File: config.mk
export PLATFORM = sky130hd
export DESIGN_NAME = mcdf_pkt_sched
export DESIGN_NICKNAME = d
export VERILOG_FILES = /design/src/rtl/mcdf_pkt_sched.sv
export SDC_FILE = /design/constraint.sdc
export NUM_CORES = 1
export LEC_CHECK = 0
export BUFFER_PORTS_ARGS = -buffer_cell sky130_fd_sc_hd__buf_2
export CAP_MARGIN = 30
export CORE_MARGIN = 2
export CORE_UTILIZATION = 28
export CTS_CLUSTER_SIZE = 28
export DETAILED_ROUTE_END_ITERATION = 7
export GPL_TIMING_DRIVEN = 0
export SETUP_SLACK_MARGIN = 0.05
export SYNTH_ARGS = -nofsm -noshare
export SYNTH_HDL_FRONTEND = slang
export SYNTH_SLANG_ARGS = --single-unit
File: constraint.sdc
create_clock -name clk_i -period 6.8 [get_ports clk_i]
set_clock_uncertainty 0.15 [all_clocks]
set_input_delay 0.34 -clock clk_i [delete_from_list [all_inputs] [get_ports clk_i]]
set_output_delay 0.34 -clock clk_i [all_outputs]
set_load 0.1 [all_outputs]
File: src/rtl/mcdf_pkt_sched.sv
// MCDF packet scheduler: picks an enabled channel holding a full packet
// (lowest prio value first, round-robin on ties) and drains it to the formatter.
module mcdf_pkt_sched #(
    parameter int unsigned DATA_W = 32,
    parameter int unsigned NCH    = 3,
    parameter int unsigned LEN_W  = 6,
    parameter int unsigned CNT_W  = 7,
    parameter int unsigned DEPTH  = 32
) (
    input  logic                    clk_i,
    input  logic                    rstn_i,
    input  logic [NCH-1:0]          slv_en_i,
    input  logic [2*NCH-1:0]        slv_prio_i,
    input  logic [LEN_W*NCH-1:0]    slv_len_i,
    input  logic [CNT_W*NCH-1:0]    slv_cnt_i,
    input  logic [DATA_W*NCH-1:0]   slv_data_i,
    output logic [NCH-1:0]          slv_rd_o,
    input  logic                    fmt_grant_i,
    output logic                    fmt_req_o,
    output logic [1:0]              fmt_chid_o,
    output logic [LEN_W-1:0]        fmt_length_o,
    output logic [DATA_W-1:0]       fmt_data_o,
    output logic                    fmt_start_o,
    output logic                    fmt_end_o,
    output logic                    busy_o
);

    typedef enum logic [2:0] {
        ST_IDLE,
        ST_REQ,
        ST_SEND,
        ST_TAIL,
        ST_GAP
    } state_t;

    state_t state, state_nxt;

    logic [1:0]        chid_q;
    logic [1:0]        rr_last;
    logic [LEN_W-1:0]  len_q;
    logic [LEN_W-1:0]  rem_q;
    logic [DATA_W-1:0] data_q;
    logic              vld_q;
    logic              start_q;
    logic              end_q;

    logic [1:0]        arb_base;
    logic [1:0]        ch;
    logic [LEN_W-1:0]  c_len;
    logic [CNT_W-1:0]  c_cnt;
    logic [1:0]        c_prio;
    logic              sel_vld;
    logic [1:0]        sel_chid;
    logic [LEN_W-1:0]  sel_len;
    logic [1:0]        best_prio;
    logic              arb_take;
    logic              pop;
    logic [DATA_W-1:0] head;
    logic              hold;

    // GAP arbitrates against the just-finished channel, so a new request
    // can follow the end word by two cycles while rr_last catches up.
    always_comb begin
        sel_vld   = 1'b0;
        sel_chid  = '0;
        sel_len   = '0;
        best_prio = '0;
        ch        = '0;
        c_len     = '0;
        c_cnt     = '0;
        c_prio    = '0;
        arb_base  = (state == ST_GAP) ? chid_q : rr_last;
        for (int unsigned k = 1; k <= NCH; k++) begin
            ch     = 2'((32'(arb_base) + k) % NCH);
            c_len  = slv_len_i[ch*LEN_W +: LEN_W];
            c_cnt  = slv_cnt_i[ch*CNT_W +: CNT_W];
            c_prio = slv_prio_i[ch*2 +: 2];
            if (slv_en_i[ch] && (c_len != '0) && (32'(c_len) <= DEPTH) &&
                (32'(c_cnt) >= 32'(c_len)) && (!sel_vld || (c_prio < best_prio))) begin
                sel_vld   = 1'b1;
                sel_chid  = ch;
                sel_len   = c_len;
                best_prio = c_prio;
            end
        end
    end

    always_comb begin
        arb_take = ((state == ST_IDLE) || (state == ST_GAP)) && sel_vld;
        pop      = (state == ST_SEND);
        head     = slv_data_i[chid_q*DATA_W +: DATA_W];
    end

    always_ff @(posedge clk_i or negedge rstn_i) begin
        if (!rstn_i) begin
            state <= ST_IDLE;
        end else begin
            state <= state_nxt;
        end
    end

    always_comb begin
        state_nxt = state;
        case (state)
            ST_IDLE: if (sel_vld) state_nxt = ST_REQ;
            ST_REQ:  if (fmt_grant_i) state_nxt = ST_SEND;
            ST_SEND: if (rem_q == LEN_W'(1)) state_nxt = ST_TAIL;
            ST_TAIL: state_nxt = ST_GAP;
            ST_GAP:  state_nxt = sel_vld ? ST_REQ : ST_IDLE;
            default: state_nxt = ST_IDLE;
        endcase
    end

    always_comb begin
        hold         = (state == ST_REQ) || (state == ST_SEND) || (state == ST_TAIL);
        fmt_req_o    = (state == ST_REQ);
        busy_o       = (state != ST_IDLE);
        slv_rd_o     = '0;
        if (pop) slv_rd_o[chid_q] = 1'b1;
        fmt_chid_o   = hold ? chid_q : '0;
        fmt_length_o = hold ? len_q : '0;
        fmt_data_o   = vld_q ? data_q : '0;
        fmt_start_o  = start_q;
        fmt_end_o    = end_q;
    end

    always_ff @(posedge clk_i or negedge rstn_i) begin
        if (!rstn_i) begin
            chid_q  <= '0;
            len_q   <= '0;
            rem_q   <= '0;
            rr_last <= 2'(NCH - 1);
            data_q  <= '0;
            vld_q   <= 1'b0;
            start_q <= 1'b0;
            end_q   <= 1'b0;
        end else begin
            vld_q   <= pop;
            start_q <= pop && (rem_q == len_q);
            end_q   <= pop && (rem_q == LEN_W'(1));
            if (pop) begin
                data_q <= head;
                rem_q  <= rem_q - LEN_W'(1);
            end
            if (state == ST_GAP) rr_last <= chid_q;
            if (arb_take) begin
                chid_q <= sel_chid;
                len_q  <= sel_len;
                rem_q  <= sel_len;
            end
        end
    end

endmodule

==> flow_summary.json, run 1 <==
{
  "tightestPinTransition_ns": 0.806,
  "routed_wl_mm": 19.7,
  "path_delay_family": "compound AO/OA/AOI/OAI gates",
  "critPathMaxStageDelay_ns": 0.45,
  "num-nets-final": 1065,
  "drt_iter0_markers": 411,
  "rows": 49,
  "cp_common_cell": "ha_1",
  "die_w_um": 140,
  "rsz0062_at_grt": "no",
  "tns_ns": 0,
  "antenna_found_initial": 0,
  "worstHoldPathType": "input port to flop",
  "placed_cells": 1113,
  "drv_cap": 0,
  "critPathRequiredTime_ns": 6.82,
  "design_area_mm2": 0.00677,
  "grt_max_degree": 29,
  "crit_fanout": 10,
  "cts_tree": "built",
  "antenna_left": 0,
  "numPortBuffers": 193,
  "worst_slack_ns": 0.359,
  "clock_path_buffers": 2,
  "crit_type": "flop to flop",
  "powerDensity_mw_per_mm2": 548,
  "max_freq_mhz": 155,
  "num_io_pins": 194,
  "crit_end": "rem_q[4]",
  "arrival_ns": 6.46,
  "layout-drive-gt1-share_pct": 28.4,
  "die-area_mm2": 0.0197,
  "clock_latency_ns": 0.29,
  "clkTransAtPathRegs_ns": 0.07,
  "slew_violations": 0,
  "crit_start": "state[0]",
  "r2r-start": "state[0]",
  "drt-pass1-iter-count": 5,
  "synthesis.area_mm2": 0.00521,
  "ys_seq_area_share_pct": 26.0,
  "grt.total_usage_pct": 19.4,
  "reg2reg_to": "rem_q[4]",
  "yosysTopAreaCell": "dfrtp_1",
  "wl_per_cell_um": 17.5,
  "synth_edf_count": 0,
  "final_cells": 1124,
  "r2r_cells": 27,
  "grt_overflow": 0,
  "dpl_cell_area_mm2": 0.00648,
  "synthCells": 690,
  "hold_viol": 0,
  "crit_slowest_cell": "dfrtp_2",
  "drc": 0,
  "synthFlopType": "dfrtp_1",
  "place_ws_ns": -1.18,
  "syn_area_per_cell_um2": 7.55,
  "place_congestion": 0.940,
  "postLayoutCoreUtil_pct": 37.4,
  "fill_cells": 1953,
  "p_total_mw": 3.71,
  "synth_warnings": 0,
  "die_h_um": 140,
  "p_leak_nw": 3.17,
  "worstSetupEndpointType": "flop",
  "setup_viol": 0,
  "core_mm2": 0.0181,
  "grt_pass1_vias": 5818,
  "cts_buffers": 5,
  "worst-r2r-setup-slack_ns": 0.36,
  "yosysTopAreaCellShare_pct": 25.5,
  "synth_nets": 860,
  "initial_core_util_pct": 28.8,
  "drt-vias-per-instance": 5.42,
  "yosysUniqueCellTypes": 65,
  "outcome": "finished, final reports clean",
  "antenna_cells": 0,
  "clkSinkCount": 54,
  "path_buf_inv": 3,
  "routed-via-count": 6094,
  "relSlewSlack_pct": 45.7,
  "synth-async-reset-ratio_pct": 100,
  "path_depth": 27,
  "h-tree-depth": 2,
  "grt_pass1_wl_mm": 30.7,
  "area_growth_pct": 30.1,
  "finalCriticalPeriod_ns": 6.44,
  "synthTopCellsByArea": "dfrtp_1, nand2_1, mux2i_1",
  "root_buffer": "clkbuf_16",
  "whs_ns": 0.113,
  "dp_hpwl_mm": 15.9,
  "cp-start-kind": "flop",
  "min_period_over_period_pct": 94.7,
  "peakVddDrop_v": 0.000270,
  "synth-seq-cells": 54
}
[flip-flops by register name, indices dropped and copies added, names as in the netlist]
signal,count
chid_q,2
data_q,32
fmt_end_o,1
fmt_start_o,1
len_q,6
rem_q,6
rr_last,2
state,3
vld_q,1
[logic make-up after synthesis]
| family | synth area share [%] |
|---|---|
| AND/OR/NAND/NOR | 24.1 |
| flip-flops | 26.0 |
| multiplexers | 8.22 |
| buffers and inverters | 5.43 |
| XOR/XNOR | 2.02 |
| AO/OA/AOI/OAI | 28.7 |
| adder cells (fa/ha/maj) | 5.53 |
[cell usage after synthesis (3+ instances only)]
cell / number
a21o_1: 5
or3_1: 4
buf_1: 7
o22a_1: 5
ha_1: 23
or4_1: 3
nor2_1: 59
o221ai_1: 7
o21ai_0: 62
o22ai_1: 6
nor4_1: 4
o311ai_0: 4
mux2_2: 4
inv_1: 16
clkbuf_1: 39
a222oi_1: 10
nor2b_1: 7
xor2_1: 6
a221oi_1: 15
buf_2: 4
mux2i_1: 33
a21oi_1: 51
nand3_1: 12
dfrtp_1: 53
and2_1: 43
nand4_1: 3
a31oi_1: 25
nor3_1: 4
and3_1: 5
a211oi_1: 3
xnor2_1: 6
nand2_1: 99
o311ai_1: 3
o211ai_1: 3
a221o_1: 3
nand2b_1: 12
o21a_1: 5
[worst register-to-register path, cell delays in order (launching register included)]
cell       delay, ns
dfrtp_2         0.45
or3b_1          0.40
buf_6           0.16
buf_2           0.21
mux2i_4         0.23
ha_4            0.31
nor2b_1         0.18
o221ai_1        0.15
a2bb2oi_2       0.31
ha_1            0.27
nand2b_1        0.14
a211oi_1        0.30
o21ai_1         0.16
o32ai_2         0.36
a21oi_2         0.12
nand2b_1        0.11
ha_1            0.27
a21oi_2         0.19
a211oi_1        0.07
nand2b_4        0.19
nand2_1         0.08
o21ai_0         0.08
ha_1            0.24
a2111o_1        0.39
o32ai_4         0.20
buf_6           0.19
nor2_4          0.06
a222oi_1        0.33
[layout make-up]
cell class,instances,area (µm²),share of cell area [%]
Buffer,51,235,3.47
Clock buffer,6,129,1.90
Clock inverter,1,7.51,0.111
Inverter,18,67.6,0.998
Multi-Input combinational cell,566,3660,54.1
Sequential cell,54,1360,20.0
Tap cell,229,287,4.23
Timing Repair Buffer,199,1030,15.2
[worst min-delay path by stage]
stage | depth (start not counted) | to | startpoint | slack [ns]
2_1_floorplan | 0 | chid_q[0] | rstn_i | -0.11
3_3_place_gp | 2 | data_q[22] | data_q[22] | 0.31
3_5_place_dp | 1 | data_q[9] | rstn_i | 0.24
4_1_cts | 3 | data_q[2] | slv_data_i[2] | 0.10
5_1_grt | 3 | data_q[6] | slv_data_i[6] | 0.12
6_report | 3 | data_q[2] | slv_data_i[2] | 0.11
[repair_timing]
action | CTS | global route
endpoints found under the hold margin | 25 | 0
endpoints found under the setup margin | 14 | 14
pin swaps | 1 | 4
hold buffers | 1 | 0
setup buffers | 1 | 3
gates resized for setup | 20 | 30
[power breakdown]
group / switching (mW) / total (mW) / internal [mW]
sequential: 0.0998 / 0.572 / 0.473
clock: 0.112 / 0.247 / 0.135
combinational: 1.94 / 2.89 / 0.948
total: 2.16 / 3.71 / 1.56
[per-layer routing]
metal  GRT usage [%]  vias to the layer above  wire length (µm)
met2            31.8                      310              8990
li1                -                     2942                 -
met5               0                        -                 0
met1            26.6                     2812              8590
met4            5.42                        0               429
met3            2.74                       30              1660
[cell usage in the layout (no fill, tap or decap), types with 4 or more instances in the layout]
| master | synthesis | layout |
|---|---|---|
| buf_1 | 7 | 5 |
| or3_1 | 4 | 4 |
| inv_1 | 16 | 16 |
| o221ai_1 | 7 | 7 |
| xor2_1 | 6 | 6 |
| clkbuf_16 | 0 | 5 |
| nand2b_1 | 12 | 11 |
| dfrtp_1 | 53 | 51 |
| buf_4 | 0 | 5 |
| nand3_1 | 12 | 12 |
| and3_1 | 5 | 5 |
| buf_2 | 4 | 199 |
| a21oi_1 | 51 | 49 |
| nor3_1 | 4 | 4 |
| ha_1 | 23 | 22 |
| a31oi_1 | 25 | 24 |
| nor4_1 | 4 | 4 |
| xnor2_1 | 6 | 6 |
| mux2_2 | 4 | 4 |
| nor2_1 | 59 | 59 |
| o311ai_0 | 4 | 4 |
| clkbuf_2 | 0 | 11 |
| nor2b_1 | 7 | 7 |
| a221oi_1 | 15 | 15 |
| o21ai_0 | 62 | 56 |
| clkbuf_1 | 39 | 26 |
| o21a_1 | 5 | 5 |
| o22a_1 | 5 | 5 |
| a21o_1 | 5 | 5 |
| a222oi_1 | 10 | 10 |
| nand2_1 | 99 | 99 |
| o22ai_1 | 6 | 6 |
| mux2i_1 | 33 | 31 |
| and2_1 | 43 | 43 |
Power figures use the tool's default switching activity.
==> inputs of run 2 (changes only) <==
--- a/config.mk
+++ b/config.mk
@@ -9,6 +9,7 @@
 export CAP_MARGIN = 30
 export CORE_MARGIN = 2
 export CORE_UTILIZATION = 28
+export CTS_BUF_LIST = sky130_fd_sc_hd__clkbuf_2
 export CTS_CLUSTER_SIZE = 28
 export DETAILED_ROUTE_END_ITERATION = 7
 export GPL_TIMING_DRIVEN = 0
==> run 2 against run 1 <==
Against the previous run: via count is 2.2% higher; sequential power barely moved; critical path type unchanged; die area did not move; final area increased by 2.9%; largest power group unchanged; critical endpoint unchanged; combinational power about the same; non-clock buffer count increased by 31.
==> flow_summary.json, run 2 (synthesis gave the netlist of run 1 again) <==
{
  "worst_slack_ns": 0.303,
  "num_io_pins": 194,
  "critPathRequiredTime_ns": 7.00,
  "rows": 49,
  "antenna_left": 0,
  "whs_ns": 0.0412,
  "crit_type": "flop to flop",
  "layout_commonest_cell": "buf_2",
  "die-area_mm2": 0.0197,
  "layout_common_cells": "buf_2, nand2_1, nor2_1",
  "grt_pass1_wl_mm": 31.4,
  "grt_pass1_vias": 6002,
  "max_freq_mhz": 154,
  "antenna_found_initial": 0,
  "design_area_mm2": 0.00697,
  "die_h_um": 140,
  "num-nets-final": 1096,
  "clkSinkCount": 54,
  "cp-start-kind": "flop",
  "outcome": "finished, final reports clean",
  "grt.total_usage_pct": 19.7,
  "tightestPinTransition_ns": 0.836,
  "drt-vias-per-instance": 5.39,
  "worstHoldPathType": "input port to flop",
  "setup_viol": 0,
  "wl_met2_mm": 9.30,
  "arrival_ns": 6.69,
  "crit_slowest_cell": "dfrtp_2",
  "initial_core_util_pct": 28.8,
  "max_flop_register": "data_q",
  "h-tree-depth": 2,
  "clkTransAtPathRegs_ns": 0.25,
  "area_growth_pct": 33.8,
  "cts_buffers": 5,
  "slew_violations": 0,
  "core_mm2": 0.0181,
  "place_congestion": 0.940,
  "cp_common_cell": "ha_1",
  "wl_per_cell_um": 17.4,
  "rsz0062_at_grt": "no",
  "worst-r2r-setup-slack_ns": 0.30,
  "powerDensity_mw_per_mm2": 518,
  "top_layer": "met4",
  "wl_met3_mm": 1.63,
  "drc": 0,
  "r2r_cells": 29,
  "holdPathEnd": "data_q[25]",
  "p_total_mw": 3.61,
  "place_ws_ns": -1.18,
  "r2r-start": "state[0]",
  "drt-pass1-iter-count": 6,
  "hold_depth": 3,
  "clock_path_buffers": 2,
  "die_w_um": 140,
  "peakVddDrop_v": 0.000271,
  "min_period_over_period_pct": 95.5,
  "largest_register_ffs": 32,
  "p_leak_nw": 3.25,
  "routed-via-count": 6226,
  "numPortBuffers": 193,
  "finalCriticalPeriod_ns": 6.50,
  "hold_path.startpoint": "slv_data_i[57]",
  "hold_viol": 0,
  "root_buffer": "clkbuf_2",
  "clock_latency_ns": 0.43,
  "drv_cap": 0,
  "relSlewSlack_pct": 43.7,
  "drt_iter0_markers": 483,
  "routed_wl_mm": 20.1,
  "cts_tree": "built",
  "critPathMaxStageDelay_ns": 0.49,
  "layout-drive-gt1-share_pct": 27.3,
  "dpl_cell_area_mm2": 0.00648,
  "wl_met1_mm": 8.75,
  "reg2reg_to": "rem_q[4]",
  "grt_max_degree": 29,
  "crit_fanout": 10,
  "worstSetupEndpointType": "flop",
  "top_regs": "data_q x32, len_q x6, rem_q x6",
  "antenna_cells": 0,
  "dp_hpwl_mm": 15.9,
  "grt_overflow": 0
}
## run 2: area by class of cell
cell class | count | area (µm²)
Inverter | 18 | 67.6
Sequential cell | 54 | 1360
Multi-Input combinational cell | 566 | 3650
Clock buffer | 6 | 30.0
Timing Repair Buffer | 230 | 1330
Clock inverter | 1 | 7.51
Buffer | 51 | 234
Tap cell | 229 | 287
Fill cell | 1927 | 11100
## run 2: report_power, final
group	total, mW	internal [mW]	leakage [nW]	switching (mW)
registers	0.569	0.470	0.659	0.0986
logic	2.91	0.964	2.57	1.95
clock network	0.126	0.0248	0.0251	0.101
## run 2: stage by stage
stage | util [%] | TNS [ns] | instances
6_report | 38.5 | 0 | 1155
5_1_grt | 38.5 | 0 | 1155
4_1_cts | 38.0 | 0 | 1151
3_5_place_dp | 35.8 | -15.62 | 1113
3_3_place_gp | 35.7 | -15.04 | 1112
2_1_floorplan | - | 0 | 690
## run 2: worst max path at each step
stage / from / to / slack [ns] / cells after the start
after detailed placement: chid_q[1] / rem_q[4] / -1.18 / 30
after floorplan: state[0] / rem_q[4] / 0.52 / 30
after global routing: state[0] / rem_q[4] / 0.06 / 26
after CTS: state[0] / rem_q[4] / 0.12 / 29
final: state[0] / rem_q[4] / 0.30 / 29
after global placement: chid_q[1] / rem_q[4] / -1.16 / 30
## run 2: what timing repair did
item                                   in CTS  in global routing
resized for setup                          23                 22
buffers inserted                            1                  4
hold buffers                               31                  0
endpoints found under the hold margin      54                  0
setup endpoints to repair                  14                 14
pin swaps                                   1                  4
gates cloned                                0                  0
## run 2: layer usage
layer	vias up	track usage, %
li1	3006	-
met1	2876	26.7
met2	315	33.4
met3	29	2.29
met4	0	4.84
met5	-	0
## run 2: worst max-delay path: cells and delay by family, from the launching register on
kind                       cells  cell delay (ns)
AOI/OAI and AO/OA             13             2.62
adders and majority gates      4             1.17
buffers and inverters          3             0.56
DFF                            1             0.49
muxes                          1             0.22
and+or+nand+nor                8             1.17
